[src/rtl/simple_system_dmem_arb.sv]
// rtl/simple_system_dmem_arb.sv - two-host arbiter for the simple-system data memory port
// Optional feature macro: SIMPLE_SYSTEM_DMEM_ARB_RR_EN (round-robin on contention;
// fixed priority to host 0 when undefined).
// Responses are routed back to the issuing host via an in-order ID FIFO.

module simple_system_dmem_arb #(
  parameter int unsigned MaxOutstanding = 2
) (
  input  logic        clk_i,
  input  logic        rst_ni,

  input  logic        h0_req_i,
  output logic        h0_gnt_o,
  input  logic        h0_we_i,
  input  logic [31:0] h0_addr_i,
  input  logic [3:0]  h0_be_i,
  input  logic [31:0] h0_wdata_i,
  output logic        h0_rvalid_o,
  output logic [31:0] h0_rdata_o,
  output logic        h0_err_o,

  input  logic        h1_req_i,
  output logic        h1_gnt_o,
  input  logic        h1_we_i,
  input  logic [31:0] h1_addr_i,
  input  logic [3:0]  h1_be_i,
  input  logic [31:0] h1_wdata_i,
  output logic        h1_rvalid_o,
  output logic [31:0] h1_rdata_o,
  output logic        h1_err_o,

  output logic        dev_req_o,
  input  logic        dev_gnt_i,
  output logic        dev_we_o,
  output logic [31:0] dev_addr_o,
  output logic [3:0]  dev_be_o,
  output logic [31:0] dev_wdata_o,
  input  logic        dev_rvalid_i,
  input  logic [31:0] dev_rdata_i,
  input  logic        dev_err_i,

  output logic        unexpected_rvalid_o
);

  localparam int unsigned CntW = $clog2(MaxOutstanding + 1);
  localparam int unsigned PtrW = (MaxOutstanding > 1) ? $clog2(MaxOutstanding) : 1;
  localparam logic [CntW-1:0] CntMax  = CntW'(MaxOutstanding);
  localparam logic [PtrW-1:0] PtrLast = PtrW'(MaxOutstanding - 1);

  // Outstanding-transaction bookkeeping
  logic [CntW-1:0]           r_count;
  logic [PtrW-1:0]           r_wptr;
  logic [PtrW-1:0]           r_rptr;
  logic [MaxOutstanding-1:0] r_ids;
  logic                      r_unexpected;

  logic w_any_req;
  logic w_sel;
  logic w_full;
  logic w_dev_req;
  logic w_push;
  logic w_pop;
  logic w_head;

  // Pointers wrap at the FIFO depth, which need not be a power of two
  function automatic logic [PtrW-1:0] ptr_inc(input logic [PtrW-1:0] ptr);
    return (ptr == PtrLast) ? '0 : ptr + PtrW'(1);
  endfunction

  assign w_any_req = h0_req_i | h1_req_i;

`ifdef SIMPLE_SYSTEM_DMEM_ARB_RR_EN
  logic r_last_granted;

  // Contention goes to the host that was not granted last; reset value 1 favours host 0 first
  always_comb begin
    w_sel = 1'b0;
    if (h0_req_i && h1_req_i) begin
      w_sel = ~r_last_granted;
    end else begin
      w_sel = h1_req_i;
    end
  end

  // Remember which host won the most recent handshake
  always_ff @(posedge clk_i or negedge rst_ni) begin
    if (!rst_ni) begin
      r_last_granted <= 1'b1;
    end else if (w_push) begin
      r_last_granted <= w_sel;
    end
  end
`else
  // Fixed priority: host 1 is selected only when host 0 is idle
  always_comb begin
    w_sel = 1'b0;
    w_sel = h1_req_i & ~h0_req_i;
  end
`endif

  // full comes from the registered count, so a same-cycle pop never enables a push at full
  assign w_full    = (r_count == CntMax);
  assign w_dev_req = w_any_req & ~w_full;
  assign w_push    = w_dev_req & dev_gnt_i;
  assign w_pop     = dev_rvalid_i & (r_count != '0);
  assign w_head    = r_ids[r_rptr];

  // Address phase: host 0 fields drive the bus whenever host 1 is not selected
  assign dev_req_o   = w_dev_req;
  assign dev_we_o    = w_sel ? h1_we_i    : h0_we_i;
  assign dev_addr_o  = w_sel ? h1_addr_i  : h0_addr_i;
  assign dev_be_o    = w_sel ? h1_be_i    : h0_be_i;
  assign dev_wdata_o = w_sel ? h1_wdata_i : h0_wdata_i;

  assign h0_gnt_o = w_push & ~w_sel;
  assign h1_gnt_o = w_push &  w_sel;

  // Response phase: only the host at the FIFO head sees rvalid/rdata/err
  assign h0_rvalid_o = w_pop & ~w_head;
  assign h1_rvalid_o = w_pop &  w_head;
  assign h0_rdata_o  = h0_rvalid_o ? dev_rdata_i : 32'h0;
  assign h1_rdata_o  = h1_rvalid_o ? dev_rdata_i : 32'h0;
  assign h0_err_o    = h0_rvalid_o & dev_err_i;
  assign h1_err_o    = h1_rvalid_o & dev_err_i;

  assign unexpected_rvalid_o = r_unexpected;

  // ID FIFO and outstanding count; simultaneous push and pop leave the count unchanged
  always_ff @(posedge clk_i or negedge rst_ni) begin
    if (!rst_ni) begin
      r_count <= '0;
      r_wptr  <= '0;
      r_rptr  <= '0;
      r_ids   <= '0;
    end else begin
      if (w_push) begin
        r_ids[r_wptr] <= w_sel;
        r_wptr        <= ptr_inc(r_wptr);
      end
      if (w_pop) begin
        r_rptr <= ptr_inc(r_rptr);
      end
      case ({w_push, w_pop})
        2'b10:   r_count <= r_count + CntW'(1);
        2'b01:   r_count <= r_count - CntW'(1);
        default: r_count <= r_count;
      endcase
    end
  end

  // Sticky flag for a device response with nothing outstanding
  always_ff @(posedge clk_i or negedge rst_ni) begin
    if (!rst_ni) begin
      r_unexpected <= 1'b0;
    end else if (dev_rvalid_i && (r_count == '0)) begin
      r_unexpected <= 1'b1;
    end
  end

endmodule

[config.mk]
export PLATFORM = sky130hd
export DESIGN_NAME = simple_system_dmem_arb
export DESIGN_NICKNAME = d
export VERILOG_FILES = /design/src/rtl/simple_system_dmem_arb.sv
export SDC_FILE = /design/constraint.sdc
export NUM_CORES = 1
export LEC_CHECK = 0
export ABC_AREA = 1
export BUFFER_PORTS_ARGS = -buffer_cell sky130_fd_sc_hd__buf_2
export CAP_MARGIN = 30
export CORE_AREA = 3 3 124 126
export CTS_BUF_LIST = sky130_fd_sc_hd__clkbuf_2
export CTS_CLUSTER_DIAMETER = 150
export DETAILED_ROUTE_END_ITERATION = 12
export DIE_AREA = 0 0 127 129
export PLACE_DENSITY = 0.52
export RECOVER_POWER = 50
export SLEW_MARGIN = 0
export SYNTH_ARGS = -nofsm -noshare
export SYNTH_HDL_FRONTEND = slang
export SYNTH_SLANG_ARGS = --single-unit
[constraint.sdc]
create_clock -name clk_i -period 3.5 [get_ports clk_i]
set_input_delay 0.35 -clock clk_i [delete_from_list [all_inputs] [get_ports clk_i]]
set_output_delay 0.35 -clock clk_i [all_outputs]
set_load 0.02 [all_outputs]
==> results.cfg <==
[setup_path]
worst_path_arrival_time_ns = 2.26
critical_path.max_fanout = 73
r2r_slack_ns = 1.50
timing.rr.start = r_count[0]
timing.setup.critical_path_class = input pin to output port
cp_slowest_cell = sky130_fd_sc_hd__clkbuf_2
setup.worst_path.start = h0_req_i
crit_path_max_incr_delay_ns = 1.07
crit_path_start_kind = input pin
endpoint_class_of_the_critical_path = output port
crit_chain = buf_2 -> nor2_1 -> clkbuf_2 -> nand2_1 -> nand2_1 -> buf_2
crit_required_ns = 3.15

[detailed_routing]
via_count = 3217
first_pass_iters = 4
post-route-drc-count = 0
drt-initial-drc-count = 86
ant_nets = 0
detail_route.wl_per_cell_um = 11.7
vias_per_cell = 3.71
routed_wirelength_mm = 10.1

[synth]
syn_area_per_cell_sq_um = 4.62
seq_area_frac_synth = 0.100
synth_nets = 557
synth_warnings = 0
postSynthCellCount = 379
ys_ff_latch = 7
number_of_distinct_library_cells_after_synthesis = 20
synth.cell_area_sq_um = 1750

[power_and_ir_drop]
max-vdd-ir-drop_v = 0.000142
power_density_nw_per_um2 = 386
p_leak_nw = 2.31
p_total_mw = 1.31

[cts]
worst_setup_hold_path_clk_slew_ns = 0.07
tritoncts = yes
cts_root_buffer = sky130_fd_sc_hd__clkbuf_2
clkSinkCount = 7
clk_path_buf_depth = 2
worst_skew_pair.late_latency_ns = 0.23
cts_made_buffers = 3
cts-resized-gates = 0
clock_tree.htree_level_count = 1

[sta]
setup_total_negative_slack_ns = 0
min_period_over_period = 0.747
worstMarginPinSlew_ns = 1.41
timing_hold_violations_final = 0
clock.fmax_mhz = 383
worst_clock_skew_ns = 0.00294
maxSlewHeadroom = 0.0567
report.final.slew_viol_count = 0
rsz0062_at_grt = no
finalSetupViolations = 0
post-route-min-period_ns = 2.61

[die]
std_cell_rows = 44
die_y_um = 129
initial_core_util = 0.121
floorplan.die.width_um = 127
std_cell_core_area_sq_um = 14400
design.die.area_sq_um = 16400
boundary_pins = 318

[global_routing]
grt_start_max_net_pins = 74
antenna_found_initial = 0
globalRoute.totalOverflow = 0
global_route_wire_length_before_repair_mm = 13.6
track_usage = 0.101
first_global_vias = 2736

[final_layout]
diodes = 0
final_layout_size_suffix_gt1_frac = 0.409
flow.area_growth_from_synthesis_pct = 93.0
layout_fillers = 1737
final_nets = 863
final_cell_area_sq_um = 3380

[placed_design]
postPlaceCellArea_sq_um = 3440
place_hpwl_mm = 8.69
port_buffers = 317
place.gp.congestion = 0.756

[status]
result_of_the_run = finished clean

[min_path]
holdCritStartpoint = dev_rvalid_i
hold_path.class = input pin to flop

[run]
timing.max_cap.violations = 0
-- state kept, by name, summed over array words and instances, names as in the netlist --
name                 flops
r_rptr                   1
r_ids                    2
unexpected_rvalid_o      1
r_count                  2
r_wptr                   1
-- routing by layer --
metal,GRT usage,wire [um]
met5,0,0
met4,0.0158,78
met3,0.0154,993
met2,0.196,5120
met1,0.120,3940
-- synth_stat cells --
| library cell | n | share of area |
|---|---|---|
| sky130_fd_sc_hd__nand2_1 | 219 | 0.47 |
| sky130_fd_sc_hd__nor2_1 | 60 | 0.13 |
| sky130_fd_sc_hd__inv_1 | 43 | 0.092 |
| sky130_fd_sc_hd__nor2_2 | 11 | 0.039 |
| sky130_fd_sc_hd__buf_4 | 8 | 0.034 |
| sky130_fd_sc_hd__buf_6 | 7 | 0.045 |
| sky130_fd_sc_hd__dfrtp_1 | 7 | 0.10 |
| sky130_fd_sc_hd__clkbuf_1 | 5 | 0.011 |
| sky130_fd_sc_hd__nand4_1 | 4 | 0.014 |
| sky130_fd_sc_hd__inv_2 | 2 | 0.0043 |
| sky130_fd_sc_hd__nand3_1 | 2 | 0.0057 |
| sky130_fd_sc_hd__o21ai_2 | 2 | 0.010 |
| sky130_fd_sc_hd__xnor2_1 | 2 | 0.010 |
| sky130_fd_sc_hd__a31o_2 | 1 | 0.0050 |
| sky130_fd_sc_hd__buf_2 | 1 | 0.0029 |
| sky130_fd_sc_hd__ha_1 | 1 | 0.0071 |
| sky130_fd_sc_hd__inv_4 | 1 | 0.0036 |
| sky130_fd_sc_hd__nand2_4 | 1 | 0.0064 |
| sky130_fd_sc_hd__nor2_4 | 1 | 0.0064 |
| sky130_fd_sc_hd__xor2_1 | 1 | 0.0050 |
-- per-stage QoR --
step	hold WS (ns)	setup WS, ns	utilization	instances
2_1_floorplan	0.0544	1.87	-	379
3_3_place_gp	0.195	1.30	0.239	863
3_5_place_dp	0.195	1.26	0.239	863
4_1_cts	0.375	1.26	0.241	868
5_1_grt	0.360	0.654	0.234	868
6_report	0.369	0.887	0.234	868
-- worst max-delay path: cells and delay by family --
kind	cells	cell delay, ns
buffers and inverters	3	1.36
AND/OR/NAND/NOR	3	0.50
-- final timing paths --
| kind | cells past startpoint | to |
|---|---|---|
| worst max-delay path | 6 | dev_we_o |
| max in group asynchronous | 2 | r_ids[1] |
| min in group asynchronous | 2 | r_count[1] |
| worst min register to register | 1 | unexpected_rvalid_o |
| worst min-delay path | 2 | unexpected_rvalid_o |
| worst max register to register | 6 | r_count[1] |
-- cells in the final DEF, fill, tap and decap left out, drive strengths merged --
| cell | netlist | final |
|---|---|---|
| buf | 16 | 259 |
| ha | 1 | 1 |
| nand2 | 220 | 220 |
| o21ai | 2 | 2 |
| nand3 | 2 | 2 |
| dlygate4sd3 | 0 | 1 |
| nand4 | 4 | 4 |
| nor2 | 72 | 72 |
| clkinv | 0 | 1 |
| a31o | 1 | 1 |
| dfrtp | 7 | 7 |
| clkbuf | 5 | 66 |
| inv | 46 | 45 |
| xnor2 | 2 | 2 |
| xor2 | 1 | 1 |
-- cell type report --
cell class	count	area, sq um	area share
clock buffers	4	20.0	0.00592
inverters	46	175	0.0518
multi-input cells	305	1230	0.365
flip-flops and latches	7	175	0.0518
well taps	184	230	0.0681
repair buffers	322	1550	0.458
-- power breakdown --
part	leakage (nW)	internal (mW)	switching, mW
sequential	0.0820	0.117	0.0304
clock	0.0166	0.0304	0.0306
combinational	2.21	0.332	0.765
total	2.31	0.479	0.826
-- logic make-up after synthesis --
group / Yosys count / share of synthesized area
AO/OA/AOI/OAI: 3 / 0.0150
flip-flops: 7 / 0.100
adder cells (fa/ha/maj): 1 / 0.00714
AND/OR/NAND/NOR: 298 / 0.670
buffers and inverters: 67 / 0.193
XOR/XNOR: 3 / 0.0150
-- what timing repair did --
action / 4_1_cts / 5_1_grt
endpoints found under the hold margin: 7 / 0
buffers inserted: 0 / 0
hold buffers: 1 / 0
Note: power is estimated with default switching activity, not from simulation.
